[config.mk]
export PLATFORM = sky130hd
export DESIGN_NAME = clock_time_ctrl
export DESIGN_NICKNAME = d
export VERILOG_FILES = /design/src/rtl/clock_pkg.sv /design/src/rtl/mod_counter.sv /design/src/rtl/clock_time_ctrl.sv
export SDC_FILE = /design/constraint.sdc
export NUM_CORES = 1
export LEC_CHECK = 0
export BUFFER_PORTS_ARGS = -buffer_cell sky130_fd_sc_hd__buf_4
export CELL_PAD_IN_SITES_DETAIL_PLACEMENT = 0
export CELL_PAD_IN_SITES_GLOBAL_PLACEMENT = 1
export CORE_MARGIN = 8
export CORE_UTILIZATION = 28
export CTS_CLUSTER_SIZE = 8
export DETAILED_ROUTE_END_ITERATION = 16
export GPL_ROUTABILITY_DRIVEN = 0
export GPL_TIMING_DRIVEN = 0
export PLACE_DENSITY = 0.85
export SETUP_SLACK_MARGIN = 0.15
export SLEW_MARGIN = 20
export SYNTH_ARGS = -nofsm -noshare
export SYNTH_HDL_FRONTEND = slang
export SYNTH_SLANG_ARGS = --single-unit
[constraint.sdc]
create_clock -name clk_src -period 1.7 [get_ports clk_src]
set_clock_uncertainty 0.1 [all_clocks]
set_input_delay 0.34 -clock clk_src [delete_from_list [all_inputs] [get_ports clk_src]]
set_output_delay 0.34 -clock clk_src [all_outputs]
set_load 0.01 [all_outputs]
[src/rtl/clock_pkg.sv]
// Shared constants for the time-keeping controller: state/field codes,
// field moduli and the raw time-field width.
package clock_pkg;

  localparam int FIELD_W = 6;
  localparam int SEC_MOD = 60;
  localparam int MIN_MOD = 60;

  // State codes double as the field_sel value seen by the display path.
  typedef enum logic [1:0] {
    RUN      = 2'b00,
    SET_HOUR = 2'b01,
    SET_MIN  = 2'b10,
    SET_SEC  = 2'b11
  } state_e;

endpackage

[src/rtl/mod_counter.sv]
// Modulo-MOD counter with synchronous clear; carry is combinational so a
// chain of counters rolls over on a single edge.
module mod_counter
  import clock_pkg::*;
#(
  parameter int MOD = 60
) (
  input  logic               clk_src,
  input  logic               rst_n,
  input  logic               inc,
  input  logic               clr,
  output logic [FIELD_W-1:0] value,
  output logic               carry
);

  localparam logic [FIELD_W-1:0] LAST = FIELD_W'(MOD - 1);

  logic [FIELD_W-1:0] cnt_q, cnt_d;

  assign carry = inc && (cnt_q == LAST);
  assign value = cnt_q;

  always_comb begin
    cnt_d = cnt_q;
    if (clr)        cnt_d = '0;
    else if (carry) cnt_d = '0;
    else if (inc)   cnt_d = cnt_q + 1'b1;
  end

  always_ff @(posedge clk_src or negedge rst_n) begin
    if (!rst_n) cnt_q <= '0;
    else        cnt_q <= cnt_d;
  end

endmodule

[src/rtl/clock_time_ctrl.sv]
// Time-of-day keeper with hour/minute/second setting modes, blink phase for
// the field being edited, and a one-cycle day rollover pulse.
module clock_time_ctrl
  import clock_pkg::*;
#(
  parameter int WIDTH    = 32,
  parameter int HOUR_MOD = 24
) (
  input  logic             clk_src,
  input  logic             rst_n,
  input  logic             tick_1hz,
  input  logic             btn_mode,
  input  logic             btn_inc,
  output logic [WIDTH-1:0] sec_data,
  output logic [WIDTH-1:0] min_data,
  output logic [WIDTH-1:0] hour_data,
  output logic [1:0]       field_sel,
  output logic             blink_on,
  output logic             day_tick
);

  state_e state_q, state_d;
  logic   blink_q, blink_d;
  logic   day_tick_q, day_tick_d;

  logic sec_inc, sec_clr, min_inc, hour_inc;
  logic sec_carry, min_carry, hour_carry;
  logic [FIELD_W-1:0] sec_v, min_v, hour_v;

  always_comb begin
    state_d    = state_q;
    blink_d    = blink_q;
    sec_inc    = 1'b0;
    sec_clr    = 1'b0;
    min_inc    = 1'b0;
    hour_inc   = 1'b0;
    // A mode press wins over any same-cycle tick or increment.
    if (btn_mode) begin
      blink_d = 1'b1;
      unique case (state_q)
        RUN:      state_d = SET_HOUR;
        SET_HOUR: state_d = SET_MIN;
        SET_MIN:  state_d = SET_SEC;
        SET_SEC:  state_d = RUN;
        default:  state_d = RUN;
      endcase
    end else begin
      unique case (state_q)
        RUN: begin
          blink_d  = 1'b1;
          sec_inc  = tick_1hz;
          min_inc  = sec_carry;
          hour_inc = min_carry;
        end
        SET_HOUR: begin
          blink_d  = blink_q ^ tick_1hz;
          hour_inc = btn_inc;
        end
        SET_MIN: begin
          blink_d = blink_q ^ tick_1hz;
          min_inc = btn_inc;
        end
        SET_SEC: begin
          blink_d = blink_q ^ tick_1hz;
          sec_clr = btn_inc;
        end
        default: state_d = RUN;
      endcase
    end
    // Hour wrap while editing is not a day boundary.
    day_tick_d = (state_q == RUN) && hour_carry;
  end

  always_ff @(posedge clk_src or negedge rst_n) begin
    if (!rst_n) begin
      state_q    <= RUN;
      blink_q    <= 1'b1;
      day_tick_q <= 1'b0;
    end else begin
      state_q    <= state_d;
      blink_q    <= blink_d;
      day_tick_q <= day_tick_d;
    end
  end

  mod_counter #(.MOD(SEC_MOD)) u_sec (
    .clk_src(clk_src), .rst_n(rst_n), .inc(sec_inc), .clr(sec_clr),
    .value(sec_v), .carry(sec_carry)
  );

  mod_counter #(.MOD(MIN_MOD)) u_min (
    .clk_src(clk_src), .rst_n(rst_n), .inc(min_inc), .clr(1'b0),
    .value(min_v), .carry(min_carry)
  );

  mod_counter #(.MOD(HOUR_MOD)) u_hour (
    .clk_src(clk_src), .rst_n(rst_n), .inc(hour_inc), .clr(1'b0),
    .value(hour_v), .carry(hour_carry)
  );

  assign sec_data  = WIDTH'(sec_v);
  assign min_data  = WIDTH'(min_v);
  assign hour_data = WIDTH'(hour_v);
  assign field_sel = state_q;
  assign blink_on  = blink_q;
  assign day_tick  = day_tick_q;

endmodule

==> results.env <==
ROUTE.DETAILED.DRC=0
SYNTH_TOP_CELL_AREA_SHARE=0.323
CRITICAL_PATH.STARTPOINT_TYPE='register'
POST_SYNTH_MOST_FREQUENT_CELLS='buf_4, dfrtp_1, nand2_1, nor2_1, o21ai_0'
CLOCK_INSERTION_DELAY_WORST_SKEW_NS=0.26
FIRST_GLOBAL_VIAS=1514
CTS.HTREE.LEVELS=1
P_LEAK_uW=0.00155
SETUP_VIOLATIONS=9
PERIOD_UTILISATION_LAYOUT=1.05
COUNT_OF_ANTENNA_DIODES_IN_THE_LAYOUT=0
PEAKVDDDROP_uV=415
GRT_RESOURCE_USAGE_TOTAL=0.0916
TRITONCTS_NUM_SINKS=22
SYNTH_ENABLE_FLOP_CELLS=0
CTS_MADE_BUFFERS=3
CTS_ROOT_BUFFER='clkbuf_8'
TIMING.CRITICAL_PATH.REQUIRED_NS=1.75
SYNTH.CELL_AREA_UM2=1840
CP_CELL_SEQUENCE='inv_2 -> ha_4 -> nand2b_1 -> o31ai_4 -> buf_4 -> o211ai_1 -> mux2_2'
AVGROUTEDWIREPERCELL_UM=10.6
YS_FF_LATCH=22
GRT_START_MAX_NET_PINS=23
CP.BUFFERS_INVERTERS=2
DRT_FIRST_ITER_VIOLATIONS=32
YOSYS-TOP-CELLS-AREA='buf_4, dfrtp_1, ha_1'
FP.DIEAREA_UM2=9410
GRT_PASS1_WL_MM=7.36
NUMBER_OF_CELLS_PRODUCED_BY_SYNTHESIS=197
FINAL-MAX-SLEW-VIOLATION-COUNT=0
PRIMARY_FLIP_FLOP_CELL_CHOSEN_BY_SYNTHESIS_MAPPING='dfrtp_1'
IO_PINS=105
CLOCKBUFFERDEPTH=2
YOSYSMOSTFREQUENTCELL='buf_4'
CRITPATHMAXFANOUT=4
CRITICAL_PATH_ARRIVAL_NS=1.83
ROUTED_WL_MM=4.33
FINAL-HOLD-VIOLATION-COUNT=0
SYNTH_ASYNC_SR_FLOP_SHARE=1.00
PORT_BUFFER_COUNT=26
RSZ0062_AT_GRT='yes'
POWER_SWITCHING_SHARE=0.373
DRT-PASS1-ITER-COUNT=4
POSTROUTEANTENNANETS=0
FIN_HOLD_WS_NS=0.333
FRACTION_OF_POWER_CONSUMED_BY_SEQUENTIAL_LOGIC=0.327
FINALNETCOUNT=343
ROUTE.VIAS.TOTAL=1497
POWER_uW=2580
FAILED_CHECKS='setup timing'
AREAGROWTHSYNTHTOFINISH_PCT=50.1
SETUP_WS_NS=-0.0781
SYNTH_SEQUENTIAL_AREA_RATIO=0.300
CP-END-KIND='register'
ACHIEVABLE-FREQUENCY_MHz=562
RUN_STATUS='finished with violations'
GRT_ANTENNA_BEFORE_REPAIR=0
DPL.HPWL_MM=3.45
INTERNAL_POWER_uW=1620
PATH_CLASS='register to register'
LAYOUT_MIN_CYCLE_TIME_NS=1.78
CLK_PIN_SLEW_WORST_PATHS_NS=0.08
WORST_PATH_LARGEST_CELL_DELAY_NS=0.43
POWER_FRAC_CLOCK=0.132
START_UTIL=0.289
GR-TOTAL-OVERFLOW=0
POWERDENSITY_nW_PER_UM2=936
DIE_H_UM=97.0
SYNTH.YOSYS.WARNINGS=0
MAX-CAP-VIOLATIONS=0
CRITPATHTOPFAMILY='flip-flops'
PLACEMENT_ROWS=29
CP_SLOWEST_CELL='dfrtp_1'
POST_ROUTE_CELLS_DRIVE_ABOVE_1_SHARE=0.494
AVGSYNTHCELLAREA_UM2=9.32
POWER_SWITCHING_uW=964
NETLIST.TOP_CELL.BY_AREA='buf_4'
DETAIL_ROUTE.VIAS_PER_CELL=3.68
POST_SYNTH_NUM_CELL_TYPES=39
MIN_PATH_TYPE='input port to register'
TRITONCTS='yes'
DIE_WIDTH_UM=97.0
CORE_REGION_AREA_UM2=6350
COMBINATIONAL_GROUP_SHARE_OF_TOTAL_POWER=0.541
[state kept, by name, indices dropped and copies added (netlist names)]
signal / count
u_min.value: 6
u_hour.value: 6
blink_on: 1
day_tick: 1
u_sec.value: 6
field_sel: 2
[path summary, 6_finish.rpt]
kind                                 start              end  slack, ns  cells after the start
setup / recovery              field_sel[0]  u_hour.value[3]      -0.08                      7
hold / removal                     btn_inc   u_sec.value[2]       0.33                      3
setup reg to reg              field_sel[0]  u_hour.value[3]      -0.08                      7
hold reg to reg            u_hour.value[2]  u_hour.value[2]       0.43                      1
max in group asynchronous            rst_n         blink_on       0.81                      2
min in group asynchronous            rst_n  u_hour.value[3]       0.41                      2
[routing by layer]
layer,vias to the layer above,global-route usage,part of all wire
met1,655,0.0969,0.39
met5,-,0,0
li1,779,-,-
met4,0,0.0213,0.0053
met3,2,0.0349,0.091
met2,61,0.166,0.52
[what timing repair did]
action / in CTS / in global routing
pin swaps: 12 / 12
setup buffers: 16 / 9
hold buffers: 1 / 0
endpoints found under the hold margin: 21 / 0
endpoints found under the setup margin: 15 / 18
gates resized for setup: 8 / 6
[cell usage in the layout (no fill, tap or decap), drive strengths merged, types with 5 or more instances in the layout]
cell type,instances
ha,7
mux2,6
conb,78
dfrtp,21
nand2,12
nand3b,5
o21ai,10
buf,130
nor2,10
[worst reg2reg max path: cells and delay by family, from the launching register on]
| family | cells | cell delay, ns |
|---|---|---|
| flip-flops | 1 | 0.43 |
| AO/OA/AOI/OAI | 2 | 0.34 |
| multiplexers | 1 | 0.28 |
| buffers and inverters | 2 | 0.27 |
| adder cells (fa/ha/maj) | 1 | 0.17 |
| AND/OR/NAND/NOR | 1 | 0.09 |
[stage by stage]
stage | util | worst slack, ns | TNS, ns | cell area, um2 | instances
2_1_floorplan | - | -0.117 | -0.292 | 2180 | 274
3_3_place_gp | 0.389 | -0.218 | -1.10 | 2470 | 377
3_5_place_dp | 0.389 | -0.297 | -1.51 | 2470 | 377
4_1_cts | 0.420 | -0.0886 | -0.566 | 2670 | 398
5_1_grt | 0.434 | -0.147 | -1.73 | 2760 | 407
6_report | 0.434 | -0.0781 | -0.409 | 2760 | 407
[cells by family after synthesis]
| logic type | synth area share |
|---|---|
| compound gates | 0.121 |
| flops | 0.300 |
| other cells | 0.00204 |
| fa+ha+maj | 0.0477 |
| xor+xnor | 0.0143 |
| simple gates | 0.145 |
| buf+inv | 0.331 |
| mux | 0.0388 |
[final cells by class]
type	count	area, um2
Clock buffer	4	45.0
Multi-Input combinational cell	169	1050
Sequential cell	22	554
Timing Repair Buffer	52	400
Buffer	79	593
Fill cell	643	3590
Tap cell	77	96.3
Inverter	4	15.0
[power by group through the flow]
stage	Combinational, uW	Clock (uW)	Sequential (uW)
after global routing	1560	373	869
after detailed placement	1020	0	887
after global placement	996	0	875
final	1400	340	845
after floorplan	627	0	909
after CTS	1270	352	849
Note: power is estimated with default switching activity, not from simulation.
